$ cat config.mk
export PLATFORM = sky130hd
export DESIGN_NAME = mac_accumulator_flat
export DESIGN_NICKNAME = d
export VERILOG_FILES = /design/src/rtl/mac_pkg.sv /design/src/rtl/mac_accumulator_if.sv /design/src/rtl/mac_acc_add.sv /design/src/rtl/mac_accumulator.sv /design/src/flat_wrapper.sv
export SDC_FILE = /design/constraint.sdc
export NUM_CORES = 1
export LEC_CHECK = 0
export CORE_MARGIN = 2
export CORE_UTILIZATION = 50
export CTS_CLUSTER_SIZE = 24
export DETAILED_ROUTE_END_ITERATION = 8
export HOLD_SLACK_MARGIN = 0.15
export PLACE_DENSITY = 0.8
export RECOVER_POWER = 25
export SYNTH_ARGS = -nofsm -noshare
export SYNTH_HDL_FRONTEND = slang
export SYNTH_SLANG_ARGS = --single-unit
export TNS_END_PERCENT = 20
$ cat constraint.sdc
create_clock -name clk -period 2.9 [get_ports clk]
set_input_delay 0.58 -clock clk [delete_from_list [all_inputs] [get_ports clk]]
set_output_delay 0.58 -clock clk [all_outputs]
set_load 0.02 [all_outputs]
$ cat src/rtl/mac_pkg.sv
// Shared definitions for the multiply-accumulate back end: FSM state encoding
// and default datapath widths.
package mac_pkg;

  localparam int MAC_PROD_W = 32;
  localparam int MAC_ACC_W  = 40;
  localparam int MAC_LEN_W  = 8;

  typedef enum logic [1:0] {
    ST_IDLE  = 2'd0,
    ST_ACCUM = 2'd1,
    ST_HOLD  = 2'd2
  } mac_state_e;

endpackage : mac_pkg

$ cat src/rtl/mac_accumulator_if.sv
// Product-in / sum-out valid-ready handshakes of the MAC accumulator.
// The block itself uses the slave modport; the product source and sum consumer use master.
interface mac_accumulator_if
  import mac_pkg::*;
#(
  parameter int PROD_W = MAC_PROD_W,
  parameter int ACC_W  = MAC_ACC_W
);

  logic              prod_valid;
  logic              prod_ready;
  logic [PROD_W-1:0] prod_data;

  logic              acc_valid;
  logic              acc_ready;
  logic [ACC_W-1:0]  acc_data;

  modport master (
    output prod_valid, prod_data, acc_ready,
    input  prod_ready, acc_valid, acc_data
  );

  modport slave (
    input  prod_valid, prod_data, acc_ready,
    output prod_ready, acc_valid, acc_data
  );

endinterface : mac_accumulator_if

$ cat src/rtl/mac_acc_add.sv
// Combinational accumulate step: acc + zero-extended product, with carry-out.
// MAC_ACC_SATURATE_EN defined: an overflowing sum clamps to all ones; otherwise it wraps.
module mac_acc_add
  import mac_pkg::*;
#(
  parameter int PROD_W = MAC_PROD_W,
  parameter int ACC_W  = MAC_ACC_W
) (
  input  logic [ACC_W-1:0]  acc,
  input  logic [PROD_W-1:0] prod,
  output logic [ACC_W-1:0]  acc_next,
  output logic              carry
);

  if (ACC_W < PROD_W) begin : g_width_check
    $error("mac_acc_add: ACC_W must be >= PROD_W");
  end

  // One extra bit so the carry-out is visible as the overflow indication.
  logic [ACC_W:0] sum;

  assign sum   = {1'b0, acc} + (ACC_W + 1)'(prod);
  assign carry = sum[ACC_W];

`ifdef MAC_ACC_SATURATE_EN
  assign acc_next = carry ? {ACC_W{1'b1}} : sum[ACC_W-1:0];
`else
  assign acc_next = sum[ACC_W-1:0];
`endif

endmodule : mac_acc_add

$ cat src/rtl/mac_accumulator.sv
// Streaming MAC back end: sums len products from the multiplier, then holds the sum
// until taken. Optional clamp-on-overflow is selected by MAC_ACC_SATURATE_EN.
module mac_accumulator
  import mac_pkg::*;
#(
  parameter int PROD_W = MAC_PROD_W,
  parameter int ACC_W  = MAC_ACC_W,
  parameter int LEN_W  = MAC_LEN_W
) (
  input  logic             clk,
  input  logic             rst_n,
  input  logic             start,
  input  logic [LEN_W-1:0] len,
  mac_accumulator_if.slave bus,
  output logic             busy,
  output logic             overflow
);

  mac_state_e       state_q, state_d;
  logic [LEN_W-1:0] count_q, count_d;
  logic [ACC_W-1:0] acc_q,   acc_d;
  logic             ovf_q,   ovf_d;

  logic [ACC_W-1:0] add_next;
  logic             add_carry;
  logic             prod_hs;

  mac_acc_add #(
    .PROD_W (PROD_W),
    .ACC_W  (ACC_W)
  ) u_add (
    .acc      (acc_q),
    .prod     (bus.prod_data),
    .acc_next (add_next),
    .carry    (add_carry)
  );

  // Handshake outputs decode registered state only, so no input-to-output path exists.
  assign bus.prod_ready = (state_q == ST_ACCUM);
  assign bus.acc_valid  = (state_q == ST_HOLD);
  assign bus.acc_data   = acc_q;
  assign busy           = (state_q != ST_IDLE);
  assign overflow       = ovf_q;

  assign prod_hs = bus.prod_valid & bus.prod_ready;

  always_comb begin
    // NOTE: every signal written here gets a default first, so no path leaves it unassigned and no latch is inferred.
    state_d = state_q;
    count_d = count_q;
    acc_d   = acc_q;
    ovf_d   = ovf_q;

    unique case (state_q)
      ST_IDLE: begin
        if (start) begin
          acc_d = '0;
          ovf_d = 1'b0;
          if (len != '0) begin
            count_d = len;
            state_d = ST_ACCUM;
          end else begin
            state_d = ST_HOLD;
          end
        end
      end

      ST_ACCUM: begin
        if (prod_hs) begin
          acc_d   = add_next;
          ovf_d   = ovf_q | add_carry;
          count_d = count_q - LEN_W'(1);
          if (count_q == LEN_W'(1)) begin
            state_d = ST_HOLD;
          end
        end
      end

      ST_HOLD: begin
        if (bus.acc_ready) begin
          state_d = ST_IDLE;
        end
      end

      default: state_d = ST_IDLE;
    endcase
  end

  // Reset is synchronous: a mid-job reset abandons the job at the next edge.
  always_ff @(posedge clk) begin
    // NOTE: state registers use non-blocking assignments so every flop samples pre-edge values.
    if (!rst_n) begin
      state_q <= ST_IDLE;
      count_q <= '0;
      acc_q   <= '0;
      ovf_q   <= 1'b0;
    end else begin
      state_q <= state_d;
      count_q <= count_d;
      acc_q   <= acc_d;
      ovf_q   <= ovf_d;
    end
  end

endmodule : mac_accumulator

$ cat src/flat_wrapper.sv
// flat-port wrapper written by rule: the top's interface ports become plain ports
module mac_accumulator_flat import mac_pkg::*;
#(
  parameter int PROD_W = MAC_PROD_W,
  parameter int ACC_W  = MAC_ACC_W,
  parameter int LEN_W  = MAC_LEN_W
)
  (clk, rst_n, start, len, busy, overflow, bus_prod_valid, bus_prod_data, bus_acc_ready, bus_prod_ready, bus_acc_valid, bus_acc_data);
  mac_accumulator_if #(.PROD_W(PROD_W), .ACC_W(ACC_W)) bus_i ();
  input  logic clk;
  input  logic rst_n;
  input  logic start;
  input  logic [LEN_W-1:0] len;
  output logic busy;
  output logic overflow;
  input wire logic [$bits(bus_i.prod_valid)-1:0] bus_prod_valid;
  input wire logic [$bits(bus_i.prod_data)-1:0] bus_prod_data;
  input wire logic [$bits(bus_i.acc_ready)-1:0] bus_acc_ready;
  output wire logic [$bits(bus_i.prod_ready)-1:0] bus_prod_ready;
  output wire logic [$bits(bus_i.acc_valid)-1:0] bus_acc_valid;
  output wire logic [$bits(bus_i.acc_data)-1:0] bus_acc_data;
  assign bus_i.prod_valid = bus_prod_valid;
  assign bus_i.prod_data = bus_prod_data;
  assign bus_i.acc_ready = bus_acc_ready;
  assign bus_prod_ready = bus_i.prod_ready;
  assign bus_acc_valid = bus_i.acc_valid;
  assign bus_acc_data = bus_i.acc_data;
  mac_accumulator #(.PROD_W(PROD_W), .ACC_W(ACC_W), .LEN_W(LEN_W)) u_core (.clk(clk), .rst_n(rst_n), .start(start), .len(len), .bus(bus_i), .busy(busy), .overflow(overflow));
endmodule
=== Word level (Yosys, flattened, before mapping) ===
Cells that the tools add are included.

* Register bits after elaboration: 51
* Word-level logic and storage cells: 39
* Output and inout bits: 44
* Bits in read-only memories: 0
* Memory bits (writable): 0
* Bits in latches: 0
* Memories: 0
* Input bits: 45

* Equality and inequality tests: 8
* Bitwise logic cells: 2
* Shifts and indexed selects: 0
* Reduce and logical (&&, ||, !) cells: 7
* Divide/modulo/power cells: 0
* $mul: 0
* $add $sub $neg: 2
* Order comparisons: 0
* Muxes and demuxes: 16

{| class="wikitable"
|+ Operators with widths
! cell !! number
|-
| 40-bit 2-to-1 mux || 2
|-
| 40-bit one-hot mux with 2 select lines || 1
|-
| 40-bit by 32-bit adder with 41-bit output || 1
|-
| 8-bit 2-to-1 mux || 3
|-
| 8-bit one-hot mux with 2 select lines || 1
|-
| 2-bit 2-to-1 mux || 5
|-
| 8-bit by 1-bit equality test with 1-bit output, second input constant || 1
|-
| 2-bit != test, second input constant || 4
|-
| 4-bit AND reduction || 2
|-
| 8-bit nonzero test || 1
|-
| 8-bit by 1-bit subtractor with 8-bit output, second input constant || 1
|-
| 2-bit one-hot mux with 3 select lines || 1
|-
| 2-bit nonzero test || 2
|-
| 3-bit AND reduction || 1
|-
| 2-bit by 1-bit equality test with 1-bit output, second input constant || 1
|-
| 2-bit equality test, second input constant || 1
|-
| 2-bit logical NOT || 1
|-
| 1-bit 2-to-1 mux || 2
|-
| 2-bit by 1-bit != test with 1-bit output, second input constant || 1
|-
| 1-bit one-hot mux with 2 select lines || 1
|-
| 1-bit bitwise AND || 1
|-
| 1-bit bitwise OR || 1
|}

=== Longest topological paths before layout ===
Gate-level depths: netlist of the first run.

* Depth in word-level cells: 4
* Mapped depth: 10
* Mapped depth without buffers: 10

=== By module ===
Synthesis of the first run repeated with hierarchy kept, for this count alone.

* Cells, all modules: 504
* Area total of the unflattened synthesis: 4124.0 um^2

{| class="wikitable"
|+ Modules (own cells, without submodules)
! module !! area an instance (um^2) !! cells an instance !! sequential area each (um^2) !! times used
|-
| mac_accumulator || 2143.3 || 220 || 1021.0 || 1
|-
| mac_acc_add || 1980.6 || 284 || 0.0 || 1
|}

=== Worst setup path before layout of the first run ===
OpenSTA, ideal clock, no wires.

* Kind: input to register
* Start: input bus_prod_data[0]
* End: register u_core.acc_q[38] (netlist: u_core.bus.acc_data[38])
* Setup slack: 242 ps
* Stages on the path: 10
* Required time: 2777 ps
* Arrival time: 2535 ps
* Cells stage by stage: ha_1 > fa_1 > a21o_2 > a31o_1 > a211oi_2 > a211oi_2 > o21a_1 > o2111ai_1 > xor2_1 > nor2_1

* Longest elaborated chain between the ends: 3

{| class="wikitable"
|+ Ends and longest elaborated chain
! what !! RTL line !! RTL
|-
| start: declaration || flat_wrapper.sv:17 || <nowiki>input wire logic [$bits(bus_i.prod_data)-1:0] bus_prod_data;</nowiki>
|-
| 40-bit by 32-bit adder with 41-bit output || mac_acc_add.sv:22 || <nowiki>assign sum = {1'b0, acc} + (ACC_W + 1)'(prod);</nowiki>
|-
| 40-bit 2-to-1 mux || mac_accumulator.sv:69 || <nowiki>if (prod_hs) begin</nowiki>
|-
| 40-bit one-hot mux with 2 select lines || mac_accumulator.sv:54 || <nowiki>unique case (state_q)</nowiki>
|-
| end signal: assignment || mac_accumulator.sv:95 || <nowiki>acc_q <= '0;</nowiki>
|-
| end signal: assignment || mac_accumulator.sv:100 || <nowiki>acc_q <= acc_d;</nowiki>
|-
| end: declaration || mac_accumulator.sv:21 || <nowiki>logic [ACC_W-1:0] acc_q, acc_d;</nowiki>
|}

Every way passes these cells. The select of a mux whose other input is x is not followed.
A chain may end at the register's enable or synchronous reset.

=== Final worst setup path of the first run ===
Ends and elaborated chain as after synthesis.

==> metrics.sh, run 1 <==
SEQUENTIAL_ELEMENT_SHARE_OF_THE_SYNTHESIZED_AREA=0.2629
STATUS='finished, final reports clean'
LAYOUT.FILLER_CELLS=625
DP_HPWL_MM=8.450
STARTPOINT_TYPE='input pin'
SLEW_HEADROOM=0.6542
POWER_PER_CELL_AREA_nW_PER_UM2=371.6
FLOORPLAN.ROWS=32
CORE_AREA_SQ_UM=7607
FINAL_MIN_PERIOD_OVER_CLOCK_PERIOD=0.9731
TIMING_WORST_SETUP_PATH_TYPE='in2reg'
FINAL_CORE_UTILIZATION=0.7061
LARGEST_NET_DEGREE_AT_THE_START_OF_GLOBAL_ROUTING=28
CTS_POST_SETUP_BUFFERS_INSERTED=0
CLOCKPOWERSHARE=0.209
RSZ_0062_RAISED_AFTER_GLOBAL_ROUTING='yes'
RESIZED_CELLS_POST_CTS=0
POWER.LEAKAGE_nW=2.288
COMB_POWER_SHARE=0.397
ROUTED_VIA_COUNT_DIVIDED_BY_CELL_COUNT=5.659
TIMING.CLOCK.SKEW_PS=6.464
CTS-BUFFERS-INSERTED=5
SYNTH_SIMPLE_GATE_AREA_FRAC=0.2229
GLOBAL_ROUTE.OVERFLOW_TOTAL=0
SYNTH_AREA_SQ_UM=3884
CLASS_OF_THE_TIGHTEST_HOLD_OR_REMOVAL_CHECK='reg2reg'
POSTSYNTHNETCOUNT=579
CLOCK_LATENCY_PS=310
FIN_WORST_HOLD_SLACK_PS=469.9
FIN_TNS_SETUP_PS=0
DIEHEIGHT_UM=92.14
HOLD_BUFFERS=0
WIRE_PER_INST_UM=14.62
SYNTHESIS.AREA_PER_INSTANCE_SQ_UM=7.783
CLK_ROOT_BUFFER_CELL='clkbuf_8'
DRT_FIRST_ITER_VIOLATIONS=122
AREAGROWTHSYNTHTOFINISH_PCT=38.31
SYNTHESIS.YOSYS.WARNINGS=0
SYNTH-ADDER-AREA-SHARE=0.1147
WIRE_LENGTH_OF_THE_FIRST_GLOBAL_ROUTING_PASS_MM=18.21
MAIN_COMBINATIONAL_CELL_FAMILY_BY_AREA_AFTER_SYNTHESIS='compound AO/OA/AOI/OAI gates'
PWR-SHARE-SEQ=0.395
MUXSHAREOFSYNTHAREA=0.008054
PEAKVDDDROP_uV=202.3
REQUIRED_PS=3090
IO_PINS=89
YOSYSUNIQUECELLTYPES=60
DR_TOTAL_VIAS=4154
TIMING.HOLD.WORST.START='u_core.bus.acc_data[28]$_SDFFE_PN0P_'
MOST_COMMON_CELL_AFTER_LAYOUT_FILL_AND_TAPS_ASIDE='clkdlybuf4s50_1'
WORSTSETUPENDPOINTTYPE='flip-flop'
CTS_TREE='yes'
NUMBER_OF_ANTENNA_VIOLATIONS_AT_THE_FIRST_CHECK_IN_GLOBAL_ROUTING=0
SW_FRAC_OF_TOTAL=0.3523
ASYNC_RESET_FF_FRAC=0
POST_SYNTH_XOR_AREA_FRACTION=0.06991
LAYOUT.CELLS.MOST_COMMON_LIST='clkdlybuf4s50_1 (68), buf_4 (60), nand2_1 (54)'
SLEW_VIOL_FINAL=0
ANTENNA-DIODE-COUNT=0
TIMING.FINAL.SETUP_VIOLATIONS=0
CRIT_PATH_START='bus_prod_data[0]'
DRT_PASS1_ITERATIONS=4
CLK_PIN_SLEW_PS=90
TIMING.CRITICAL_PATH.FANOUT_MAX=4
POSTROUTEWIRELENGTH_MM=10.73
HOLD_VIOLATIONS=0
P_INT_mW=1.293
CRITICAL_PATH_ARRIVAL_PS=3020
FINAL_PERIOD_MINUS_WORST_SETUP_SLACK_PS=2822
NET-SWITCHING-POWER_mW=0.7033
SYNTH_ENABLE_FLOP_CELLS=0
CTS_MAX_LEVEL=2
CLOCK_TREE.BUFFER_DEPTH=2
GP_CONGESTION=0.8956
NUMPORTBUFFERS=88
DRC=0
START_UTIL=0.5105
FF_LATCH_AREA_SQ_UM=1021
NUMBER_OF_FLIP_FLOPS_AND_LATCHES_IN_THE_SYNTHESIZED_NETLIST=51
FINAL_LAYOUT_SIZE_SUFFIX_GT1_FRAC=0.1535
TIMING_WORST_SLEW_PIN_VALUE_PS=514.0
TIMING.FMAX_MHz=354.3
CAP_VIOLATIONS=0
SYNTH-COMPOUND-AREA-SHARE=0.2854
ROUTE.ANTENNA.REMAINING_NETS=0
GRT_PASS1_VIAS=4082
TRITONCTS_NUM_SINKS=51
DIE_X_UM=92.14
FINALNETCOUNT=711
FP.DIEAREA_SQ_UM=8489
GR-USAGE-ALL-LAYERS=0.2568
POSTSYNTHCELLCOUNT=499
COMBINED_AREA_OF_THE_MULTI_INPUT_LOGIC_CELLS_SQ_UM=2780
YOSYS_MOST_USED_DFF='dfxtp_1'
REG2REG_FROM='u_core.bus.acc_data[0]$_SDFFE_PN0P_'
==> cell usage after synthesis, types with 10 or more instances <==
master / count / area, sq um
a21o_1: 11 / 82.58
a21oi_1: 48 / 240.2
a22oi_1: 13 / 97.59
buf_2: 10 / 50.05
dfxtp_1: 51 / 1021
ha_1: 34 / 425.4
nand2_1: 54 / 202.7
nand3_1: 10 / 50.05
nor2_1: 38 / 142.6
nor2b_1: 18 / 112.6
nor3_1: 12 / 60.06
o21ai_0: 44 / 220.2
xnor2_1: 14 / 122.6
xor2_1: 17 / 148.9
==> per-stage QoR <==
step           cells  worst slack, ps  total power, mW  cell area [sq um]
5_1_grt          734           -45.70            2.127               5371
2_1_floorplan    499            242.1            1.268               3884
4_1_cts          734            36.23            2.003               5314
3_5_place_dp     726           -286.1            1.582               5229
3_3_place_gp     726           -262.0            1.556               5229
6_report         734            77.92            1.996               5371
==> logic make-up after synthesis <==
| family | after synthesis |
|---|---|
| simple gates | 177 |
| compound gates | 172 |
| flops | 51 |
| fa+ha+maj | 35 |
| xor+xnor | 31 |
| buf+inv | 30 |
| mux | 3 |
==> per-layer routing <==
metal  wire (um)  vias up  track usage  part of all wire
met5           0        -            0                 0
met4         146        0      0.07090             0.014
met3         472       16      0.03533             0.044
met2        5381      103       0.4688              0.50
met1        4734     1953       0.3142              0.44
li1            -     2082            -                 -
==> critical path, stage by stage <==
cell and delay, ps:
clkdlybuf4s50_1 410, ha_2 190, fa_1 380, a21o_2 230
a31o_4 240, a211oi_2 230, a211oi_2 90, o21a_1 220
o2111ai_1 230, xor2_1 160, nor2_1 50
==> path summary, 6_finish.rpt <==
check | end | slack [ps] | cells past startpoint
setup / recovery | u_core.bus.acc_data[38]$_SDFFE_PN0P_ | 80 | 11
hold / removal | u_core.bus.acc_data[28]$_SDFFE_PN0P_ | 470 | 2
setup reg to reg | u_core.bus.acc_data[38]$_SDFFE_PN0P_ | 420 | 10
hold reg to reg | u_core.bus.acc_data[28]$_SDFFE_PN0P_ | 470 | 2
==> flip-flops by register name, summed over array words and instances, names as in the netlist <==
signal	cells
u_core.bus.acc_data	40
u_core.count_q	8
u_core.overflow	1
u_core.state_q	2
==> power groups by stage <==
stage	clock network, mW	logic [mW]	registers, mW
after floorplan	0	0.445	0.823
after global placement	0	0.756	0.801
after detailed placement	0	0.778	0.804
after CTS	0.432	0.783	0.788
after global routing	0.459	0.872	0.795
final	0.417	0.792	0.787
==> area by class of cell <==
type,count,area share
clock buffer,6,0.01351
clock inverter,2,0.002329
inverter,7,0.004892
multi-input combinational,418,0.5176
sequential,51,0.1901
tap,102,0.02376
timing repair buffer,148,0.2478
No activity file was read; power rests on OpenSTA's default activity.
==> run 2, diff against run 1 <==
--- a/config.mk
+++ b/config.mk
@@ -7,6 +7,7 @@
 export LEC_CHECK = 0
 export CORE_MARGIN = 2
 export CORE_UTILIZATION = 50
+export CTS_CLUSTER_DIAMETER = 120
 export CTS_CLUSTER_SIZE = 24
 export DETAILED_ROUTE_END_ITERATION = 8
 export HOLD_SLACK_MARGIN = 0.15
==> results of run 2 <==
No change in the layout: final DEF, timing and power equal those of run 1.
==> run 3, diff against run 2 <==
--- a/config.mk
+++ b/config.mk
@@ -10,8 +10,9 @@
 export CTS_CLUSTER_DIAMETER = 120
 export CTS_CLUSTER_SIZE = 24
 export DETAILED_ROUTE_END_ITERATION = 8
+export DONT_BUFFER_PORTS = 1
 export HOLD_SLACK_MARGIN = 0.15
-export PLACE_DENSITY = 0.8
+export PLACE_DENSITY_LB_ADDON = 0.3
 export RECOVER_POWER = 25
 export SYNTH_ARGS = -nofsm -noshare
 export SYNTH_HDL_FRONTEND = slang
==> run 3 against run 2 <==
Routed wire length decreased by 14%. Setup slack better by 190 ps. Clock skew decreased by 2.1 ps. Maximum frequency up 7.2%. Total power is 6.1% lower. First-iteration DRC count is 12% higher. Design area fell by 23%. Core utilization shrank 17 points. Global-route usage down 4.3 points. Highest routed layer unchanged.
==> metrics.sh, run 3 (synthesis gave the netlist of run 1 again) <==
CLOCK_TREE.BUFFER_DEPTH=2  # unchanged
START_UTIL=0.5105  # unchanged
LARGEST_REGISTER_FFS=40  # unchanged
ANTENNA-DIODE-COUNT=0  # unchanged
ROUTE.ANTENNA.REMAINING_NETS=0  # unchanged
POSTROUTEWIRELENGTH_MM=9.280  # -14%
STARTPOINT_TYPE='flip-flop'
FLOORPLAN.ROWS=32  # unchanged
GLOBAL_ROUTE.OVERFLOW_TOTAL=0  # unchanged
PEAKVDDDROP_uV=281.5  # +39%
AREAGROWTHSYNTHTOFINISH_PCT=5.863
FP.DIEAREA_SQ_UM=8489  # unchanged
GRT_PASS1_VIAS=3321  # -19%
TIMING.HOLD.WORST.START='rst_n'
COMB_POWER_SHARE=0.295  # -0.102
TIMING.FINAL.SETUP_VIOLATIONS=0  # unchanged
LAYOUT.CELLS.MOST_COMMON_LIST='nand2_1 (54), dfxtp_1 (51), a21oi_1 (48)'
WORSTHOLDPATHCELLS=1  # -1
DR_TOTAL_VIAS=3607  # -13%
TIMING_WORST_SLEW_PIN_VALUE_PS=604.1  # +90.11 ps
FINALNETCOUNT=577  # -19%
CRITICAL_PATH_ARRIVAL_PS=2840  # -180 ps
GP_CONGESTION=0.8778  # -2.0%
FIN_TNS_SETUP_PS=0  # unchanged
GR-USAGE-ALL-LAYERS=0.2143  # -0.04255
NUMPORTBUFFERS=0  # -100%
FIN_WORST_HOLD_SLACK_PS=394.2  # -75.63 ps
PLACE_INST=592  # -18%
HOLD_VIOLATIONS=0  # unchanged
RSZ_0062_RAISED_AFTER_GLOBAL_ROUTING='no'
MOST_COMMON_CELL_AFTER_LAYOUT_FILL_AND_TAPS_ASIDE='nand2_1'
WIRE_LENGTH_OF_THE_FIRST_GLOBAL_ROUTING_PASS_MM=15.22  # -16%
RESIZED_CELLS_POST_CTS=0  # unchanged
DRC=0  # unchanged
FINAL_MIN_PERIOD_OVER_CLOCK_PERIOD=0.9078  # -0.06531
IO_PINS=89  # unchanged
CORE_AREA_SQ_UM=7607  # unchanged
TIMING_WORST_SETUP_PATH_TYPE='reg2reg'
TIMING.CRITICAL_PATH.FANOUT_MAX=8  # +4
REG2REG_FROM='u_core.bus.acc_data[16]$_SDFFE_PN0P_'
POWER.LEAKAGE_nW=1.695  # -26%
FINISH.INSTANCE_AREA_SQ_UM=4111  # -23%
CTS_POST_SETUP_BUFFERS_INSERTED=0  # unchanged
DP_HPWL_MM=7.133  # -16%
CTS-BUFFERS-INSERTED=5  # unchanged
TRITONCTS_NUM_SINKS=51  # unchanged
DRT_FIRST_ITER_VIOLATIONS=137  # +12%
DIEHEIGHT_UM=92.14  # unchanged
POST_DP_CELL_AREA_SQ_UM=4003  # -23%
LARGEST_NET_DEGREE_AT_THE_START_OF_GLOBAL_ROUTING=29  # +3.6%
WIRE_PER_INST_UM=15.47  # +5.8%
CLK_PIN_SLEW_PS=100  # about the same
REQUIRED_PS=3110  # +20 ps
CAP_VIOLATIONS=0  # unchanged
ROUTED_VIA_COUNT_DIVIDED_BY_CELL_COUNT=6.012  # +6.2%
CLASS_OF_THE_TIGHTEST_HOLD_OR_REMOVAL_CHECK='in2reg'
CLOCKPOWERSHARE=0.272  # +0.063
HOLD_BUFFERS=0  # unchanged
POWER_PER_CELL_AREA_nW_PER_UM2=456.0  # +23%
PWR-SHARE-SEQ=0.433  # +0.038
SLEW_VIOL_FINAL=0  # unchanged
STATUS='finished, final reports clean'
CLK_ROOT_BUFFER_CELL='clkbuf_8'
FINAL_LAYOUT_SIZE_SUFFIX_GT1_FRAC=0.07831  # -0.07517
TIMING.FMAX_MHz=379.8  # +7.2%
CTS_MAX_LEVEL=2  # unchanged
WORSTSETUPENDPOINTTYPE='flip-flop'
CLOCK_LATENCY_PS=310  # about the same
CTS_TREE='yes'
TIMING.CLOCK.SKEW_PS=4.398  # -2.065 ps
SLEW_HEADROOM=0.5973  # -0.05691
NUMBER_OF_ANTENNA_VIOLATIONS_AT_THE_FIRST_CHECK_IN_GLOBAL_ROUTING=0  # unchanged
P_INT_mW=1.223  # -5.4%
CRIT_PATH_START='u_core.bus.acc_data[16]$_SDFFE_PN0P_'
TIMING.REG2REG.WORST_PATH_DEPTH=9  # -1
DRT_PASS1_ITERATIONS=6  # +2
FINAL_PERIOD_MINUS_WORST_SETUP_SLACK_PS=2633  # -189.4 ps
SW_FRAC_OF_TOTAL=0.3478  # -0.004490
NET-SWITCHING-POWER_mW=0.6521  # -7.3%
DIE_X_UM=92.14  # unchanged
FINAL-INSTANCE-COUNT-EXCL-FILL=600  # -18%
## run 3: power groups by stage
stage,sequential (mW),clock (mW),combinational [mW]
6_report,0.811,0.511,0.553
5_1_grt,0.820,0.559,0.618
4_1_cts,0.812,0.530,0.551
3_5_place_dp,0.829,0,0.547
3_3_place_gp,0.826,0,0.538
2_1_floorplan,0.823,0,0.445
## run 3: final timing paths
path / slack (ps) / endpoint
setup / recovery: 270 / u_core.bus.acc_data[39]$_SDFFE_PN0P_
hold / removal: 390 / u_core.state_q[1]$_SDFFE_PN0P_
setup reg to reg: 270 / u_core.bus.acc_data[39]$_SDFFE_PN0P_
hold reg to reg: 510 / u_core.count_q[3]$_SDFFE_PN0P_
## run 3: metal layers
metal,vias up,part of all wire,global-route usage
li1,1821,-,-
met1,1682,0.47,0.2767
met2,93,0.46,0.3683
met3,11,0.058,0.04519
met4,0,0.012,0.04602
met5,-,0,0
## run 3: final cells by class
| cell class | count | area [sq um] |
|---|---|---|
| Tap cell | 102 | 127.6 |
| Timing Repair Buffer | 14 | 101.3 |
| Clock buffer | 5 | 68.82 |
| Inverter | 7 | 26.28 |
| Sequential cell | 51 | 1021 |
| Multi-Input combinational cell | 418 | 2723 |
| Fill cell | 790 | 3496 |
| Clock inverter | 3 | 43.79 |
## run 3: metrics by stage
step | utilization | setup slack [ps] | power, mW
after floorplan | - | 242.1 | 1.268
after global placement | 0.5262 | 112.3 | 1.364
after detailed placement | 0.5262 | 87.77 | 1.376
after CTS | 0.5410 | 281.7 | 1.893
after global routing | 0.5405 | 56.51 | 1.997
final | 0.5405 | 267.3 | 1.875
## run 3: worst max-delay path, stage by stage (launching register included)
cell and delay (ps):
dfxtp_1 410, ha_1 500, nand2_4 80, o311ai_1 320
and3b_1 250, o2111ai_1 140, o21a_1 230, a31oi_4 260
a21oi_1 110, a31o_2 220
